**src/rtl/renode_ahb_apb_bridge.sv**
```systemverilog
// AHB-Lite subordinate to APB4 bridge. It accepts single 32-bit word transfers and turns
// each one into one APB SETUP+ACCESS pair. APB wait states and errors go back on hreadyout/hresp.
module renode_ahb_apb_bridge #(
  parameter int AddressWidth = 20,
  parameter int DataWidth    = 32
) (
  input  logic                    hclk,
  input  logic                    hresetn,
  input  logic                    hsel,
  input  logic [AddressWidth-1:0] haddr,
  input  logic [1:0]              htrans,
  input  logic                    hwrite,
  input  logic [2:0]              hsize,
  input  logic [2:0]              hburst,
  input  logic                    hready,
  input  logic [DataWidth-1:0]    hwdata,
  input  logic [DataWidth/8-1:0]  hwstrb,
  output logic                    hreadyout,
  output logic                    hresp,
  output logic [DataWidth-1:0]    hrdata,
  output logic [AddressWidth-1:0] paddr,
  output logic                    psel,
  output logic                    penable,
  output logic                    pwrite,
  output logic [DataWidth-1:0]    pwdata,
  output logic [DataWidth/8-1:0]  pstrb,
  input  logic [DataWidth-1:0]    prdata,
  input  logic                    pready,
  input  logic                    pslverr
);

  if (DataWidth != 32) begin : g_width_check
    $fatal(1, "renode_ahb_apb_bridge: only DataWidth=32 is supported");
  end

  typedef enum logic [2:0] {
    IDLE   = 3'd0,
    SETUP  = 3'd1,
    ACCESS = 3'd2,
    ERR1   = 3'd3,
    ERR2   = 3'd4
  } state_e;

  state_e                  state_r, next_state_s;
  logic                    accept_s, legal_s, capture_s, read_done_s;
  logic                    hreadyout_s, hresp_s, psel_s, penable_s;
  logic                    hreadyout_r, hresp_r, psel_r, penable_r, pwrite_r;
  logic [AddressWidth-1:0] paddr_r;
  logic [DataWidth-1:0]    hrdata_r;

  assign accept_s    = hsel & hready & htrans[1];
  assign legal_s     = (hsize == 3'b010) && (hburst == 3'b000);
  assign read_done_s = (state_r == ACCESS) && pready && !pslverr && !pwrite_r;

  // Next-state decode; new transfers are only taken in IDLE and ERR2.
  always_comb begin
    next_state_s = state_r;
    capture_s    = 1'b0;
    case (state_r)
      IDLE, ERR2: begin
        if (accept_s) begin
          capture_s    = 1'b1;
          next_state_s = legal_s ? SETUP : ERR1;
        end else begin
          next_state_s = IDLE;
        end
      end
      SETUP:  next_state_s = ACCESS;
      ACCESS: begin
        if (pready) begin
          next_state_s = pslverr ? ERR1 : IDLE;
        end else begin
          next_state_s = ACCESS;
        end
      end
      ERR1:    next_state_s = ERR2;
      default: next_state_s = IDLE;
    endcase
  end

  // Per-state output values, computed from the next state so the outputs can be registered.
  always_comb begin
    hreadyout_s = 1'b1;
    hresp_s     = 1'b0;
    psel_s      = 1'b0;
    penable_s   = 1'b0;
    case (next_state_s)
      IDLE:   hreadyout_s = 1'b1;
      SETUP: begin
        hreadyout_s = 1'b0;
        psel_s      = 1'b1;
      end
      ACCESS: begin
        hreadyout_s = 1'b0;
        psel_s      = 1'b1;
        penable_s   = 1'b1;
      end
      ERR1: begin
        hreadyout_s = 1'b0;
        hresp_s     = 1'b1;
      end
      ERR2: begin
        hreadyout_s = 1'b1;
        hresp_s     = 1'b1;
      end
      default: hreadyout_s = 1'b1;
    endcase
  end

  // State and registered handshake outputs.
  always_ff @(posedge hclk or negedge hresetn) begin
    if (!hresetn) begin
      state_r     <= IDLE;
      hreadyout_r <= 1'b1;
      hresp_r     <= 1'b0;
      psel_r      <= 1'b0;
      penable_r   <= 1'b0;
    end else begin
      state_r     <= next_state_s;
      hreadyout_r <= hreadyout_s;
      hresp_r     <= hresp_s;
      psel_r      <= psel_s;
      penable_r   <= penable_s;
    end
  end

  // Address/direction captured at acceptance; they hold until the next accepted transfer.
  always_ff @(posedge hclk or negedge hresetn) begin
    if (!hresetn) begin
      paddr_r  <= {AddressWidth{1'b0}};
      pwrite_r <= 1'b0;
    end else if (capture_s) begin
      paddr_r  <= haddr;
      pwrite_r <= hwrite;
    end else begin
      paddr_r  <= paddr_r;
      pwrite_r <= pwrite_r;
    end
  end

  // Read data holds across writes and errors; only a clean read completion updates it.
  always_ff @(posedge hclk or negedge hresetn) begin
    if (!hresetn) begin
      hrdata_r <= {DataWidth{1'b0}};
    end else if (read_done_s) begin
      hrdata_r <= prdata;
    end else begin
      hrdata_r <= hrdata_r;
    end
  end

  assign hreadyout = hreadyout_r;
  assign hresp     = hresp_r;
  assign hrdata    = hrdata_r;
  assign psel      = psel_r;
  assign penable   = penable_r;
  assign paddr     = paddr_r;
  assign pwrite    = pwrite_r;
  // The manager holds hwdata through the stalled data phase, so a pass-through is stable on APB.
  assign pwdata    = psel_r ? hwdata : {DataWidth{1'b0}};
  assign pstrb     = pwrite_r ? hwstrb : {(DataWidth/8){1'b0}};

endmodule
```
**config.mk**
```make
export PLATFORM = sky130hd
export DESIGN_NAME = renode_ahb_apb_bridge
export DESIGN_NICKNAME = d
export VERILOG_FILES = /design/src/rtl/renode_ahb_apb_bridge.sv
export SDC_FILE = /design/constraint.sdc
export NUM_CORES = 1
export LEC_CHECK = 0
export ABC_CLOCK_PERIOD_IN_PS = 1270
export BUFFER_PORTS_ARGS = -buffer_cell sky130_fd_sc_hd__buf_2
export CAP_MARGIN = 15
export CORE_UTILIZATION = 36
export DETAILED_ROUTE_END_ITERATION = 6
export GPL_TIMING_DRIVEN = 0
export PLACE_DENSITY = 0.76
export SETUP_SLACK_MARGIN = 0.02
export SYNTH_ARGS = -nofsm -noshare
export SYNTH_HDL_FRONTEND = slang
export SYNTH_SLANG_ARGS = --single-unit
```
**constraint.sdc**
```tcl
create_clock -name hclk -period 1.27 [get_ports hclk]
set_input_delay 0.127 -clock hclk [delete_from_list [all_inputs] [get_ports hclk]]
set_output_delay 0.127 -clock hclk [all_outputs]
set_load 0.02 [all_outputs]
```
==> results.md <==
- Outcome: finished, violations left
- Failing checks: setup timing
- Worst VDD drop: 1.31 mV
- CP Class: register to register
- Beginning of the worst hold path: prdata[8]
- Cell count after synthesis: 180
- Slew @ Worst Pin: roughly 0.75 ns
- Post-route cell area: 4550 sq um
- Final critical-path share of the clock period: 1.13
- Routed wire length: about 7.4 mm
- Commonest non-fill, non-tap cell in the layout: buf_2
- Sequential cell area: about 1500 sq um
- Crit path arrival time: roughly 1.7 ns
- Avg WL per Cell: 14.7 microns
- Synthesized cell area: between 2000 and 3000 sq um
- Clock Latency Late Sink: 0.34 ns
- Largest net degree at the start of global routing: 34
- Placed insts: 471
- Area of the multi-input gates: ~1200 sq um
- Clock slew at reported path FFs: around 0.07 ns
- Final Power: about 11 mW
- Final antenna-violating net count: 0
- Area delta synth->final: 71.7%
- CP startpoint: state_r[0]$_DFF_PN0_
- RePlAce Congestion: 0.712
- # rows: 30
- Hold Crit Class: primary input to register
- CTS HTree Levels: 3
- Place WS: -0.226 ns
- Die Ht: 87.8 microns
- Hold Slack: between 0.02 and 0.025 ns
- Sequential area share after synthesis: 0.567
- Final hold violation count: 0
- Vias per cell: between 4 and 5
- Largest family of logic cells by synthesized area: multiplexers
- Int Power: ~6.6 mW
- Gr ovfl total: 0
- Clk pwr share: 0.155
- Ys Warns: 0
- Diode count: 0
- Max Cap Viol: 0
- Final setup fails: 85
- Die X: 87.8 microns
- Critical Path End Type: register
- CTS tree: done
- First-pass GRT wire length: 10.7 mm
- Slew Limit Headroom: 0.497
- PwrDens: between 2000 and 2500 nW/um^2
- Post-detail-place hpwl: 4.97 mm
- FF+latch count, synth: 60
- Reg power frac: 0.316
- Placeable Area: ~6900 sq um
- Root buf cell: clkbuf_8
- DRC Markers: 0
- Sink Count: 60
- Die Area: about 7700 sq um
- Pleak: 2.47 nW
- Tmin final: roughly 1.4 ns
- Vias in the first global route: roughly 2,300
- Synth Area in Compound Gates: 0.0151
- Drt pass-1 iters: 4
- Via count: approximately 2,300
- Num ports: 196
- Post-synthesis simple-gate area fraction: 0.128
- Area post-placement: roughly 3800 sq um
- CP required: ~1.5 ns
- Post-synthesis mux area share: 0.268
- Max Clk Rate: 0.696 GHz
- Post-Route M1 WL: ~2.9 mm
- Iteration-0 DRC Markers: 53
- Metal2 WL: 3.83 mm
- Net Switching: around 4.0 mW
- Sw Share: 0.378
- Adder-cell share of the synthesized area: 0
- Fillers: roughly 520
- Worst Setup Start Kind: register
- Post-synthesis xor/xnor area fraction: 0
- Top layer in use: met4
- Commonest cells after routing, fill and taps aside: buf_2, dfrtp_1, buf_6, and2_4, mux2_4
- Num CTS Buffers: 9
- Crit path max fanout: 10
- Setup ws final: -0.168 ns
- Synthesized Nets: between 200 and 300
- Final Instance Count excl. Fillers: a little over 500
- Met3 Routed Length: between 400 and 500 microns
- Fraction of layout cells with a size suffix above 1: 0.800
- Worst Skew: around 0.010 ns
- RSZ-0062 raised after global routing: yes
- Starting Density: 0.382
- Layout net count: slightly above 500
- Antenna violations before repair: 0
- Combinational share of power: 0.529
- Netlist cell types: 23
- Input/output buffers: between 150 and 200
- FF-to-FF Start: state_r[0]$_DFF_PN0_
- Syn_area_per_cell: ~15 sq um
- Pins over their slew limit: 0
- Clock Path Buffers: 2
- Global Route Usage Sum: 0.186
kinds of logic (layout without fill, tap and decap cells):
group / Yosys count / count (layout)
AO/OA/AOI/OAI: 6 / 6
flip-flops: 60 / 60
AND/OR/NAND/NOR: 52 / 52
buffers and inverters: 9 / 238
multiplexers: 53 / 53
cells in the mapped netlist:
cell | instances | area [sq um]
nand2_1 | 2 | 7.51
and3b_1 | 1 | 8.76
nor3_4 | 1 | 16.3
inv_1 | 1 | 3.75
nor2b_1 | 1 | 6.26
dfstp_2 | 1 | 26.3
nand2_2 | 1 | 6.26
nand2b_1 | 2 | 12.5
and2_1 | 36 | 225
mux2_2 | 23 | 259
or4b_4 | 1 | 13.8
nor2_1 | 5 | 18.8
mux2_4 | 30 | 450
dfrtp_1 | 59 | 1480
buf_6 | 3 | 33.8
nand4_2 | 1 | 12.5
o21a_1 | 2 | 15.0
buf_2 | 2 | 10.0
o21ai_1 | 1 | 5.00
o22ai_1 | 2 | 12.5
clkbuf_1 | 3 | 11.3
a21o_1 | 1 | 7.51
and4bb_1 | 1 | 12.5
critical path: stages, from the launching register on:
cell      delay (ns)
dfrtp_1         0.41
and4bb_2        0.35
nand2_4         0.10
buf_12          0.17
mux2_4          0.30
through the flow:
stage | TNS (ns) | utilization
after floorplan | -2.95 | -
after CTS | -10.35 | 0.621
final | -9.08 | 0.655
after detailed placement | -9.60 | 0.544
after global routing | -13.60 | 0.655
after global placement | -11.31 | 0.541
layout make-up:
class | count | share of cell area
inverters | 1 | 0.000825
multi-input cells | 111 | 0.263
repair buffers | 213 | 0.312
flip-flops and latches | 60 | 0.331
plain buffers | 8 | 0.0256
clock buffers | 9 | 0.0272
clock inverters | 7 | 0.0148
well taps | 96 | 0.0264
registers in the layout, indices dropped and copies added, names as in the netlist:
name and flops:
state_r 3, pwrite 1, hresp 1, hrdata 32
hreadyout 1, penable 1, psel 1, paddr 20
power groups by stage:
stage               clock, mW  combinational, mW  sequential (mW)
floorplan                   0               1.89             4.46
global placement            0               4.57             3.30
detailed placement          0               4.63             3.36
CTS                      1.72               5.17             3.35
global route             1.79               5.97             3.48
finish                   1.65               5.64             3.37
metal layers:
| metal | vias up | track usage |
|---|---|---|
| met3 | 24 | 0.0603 |
| li1 | 1061 | - |
| met2 | 106 | 0.314 |
| met1 | 1091 | 0.213 |
| met4 | 0 | 0.0924 |
| met5 | - | 0 |
repair_timing:
| item | in CTS | in global routing |
|---|---|---|
| endpoints found under the hold margin | 36 | 3 |
| gates resized for setup | 78 | 59 |
| pin swaps | 2 | 4 |
| hold buffers | 5 | 3 |
| endpoints found under the setup margin | 92 | 94 |
| gates cloned | 2 | 1 |
| setup buffers | 5 | 2 |
final timing paths:
check / endpoint / slack (ns) / cells past startpoint
max in group asynchronous: hreadyout$_DFF_PN1_ / 0.19 / 3
hold / removal: hrdata[8]$_DFFE_PN0P_ / 0.02 / 2
min in group asynchronous: hrdata[19]$_DFFE_PN0P_ / 0.39 / 2
hold reg to reg: paddr[4]$_DFFE_PN0N_ / 0.50 / 1
setup / recovery: hrdata[1]$_DFFE_PN0P_ / -0.17 / 4
setup reg to reg: hrdata[1]$_DFFE_PN0P_ / -0.17 / 4
No activity file was read; power rests on OpenSTA's default activity.
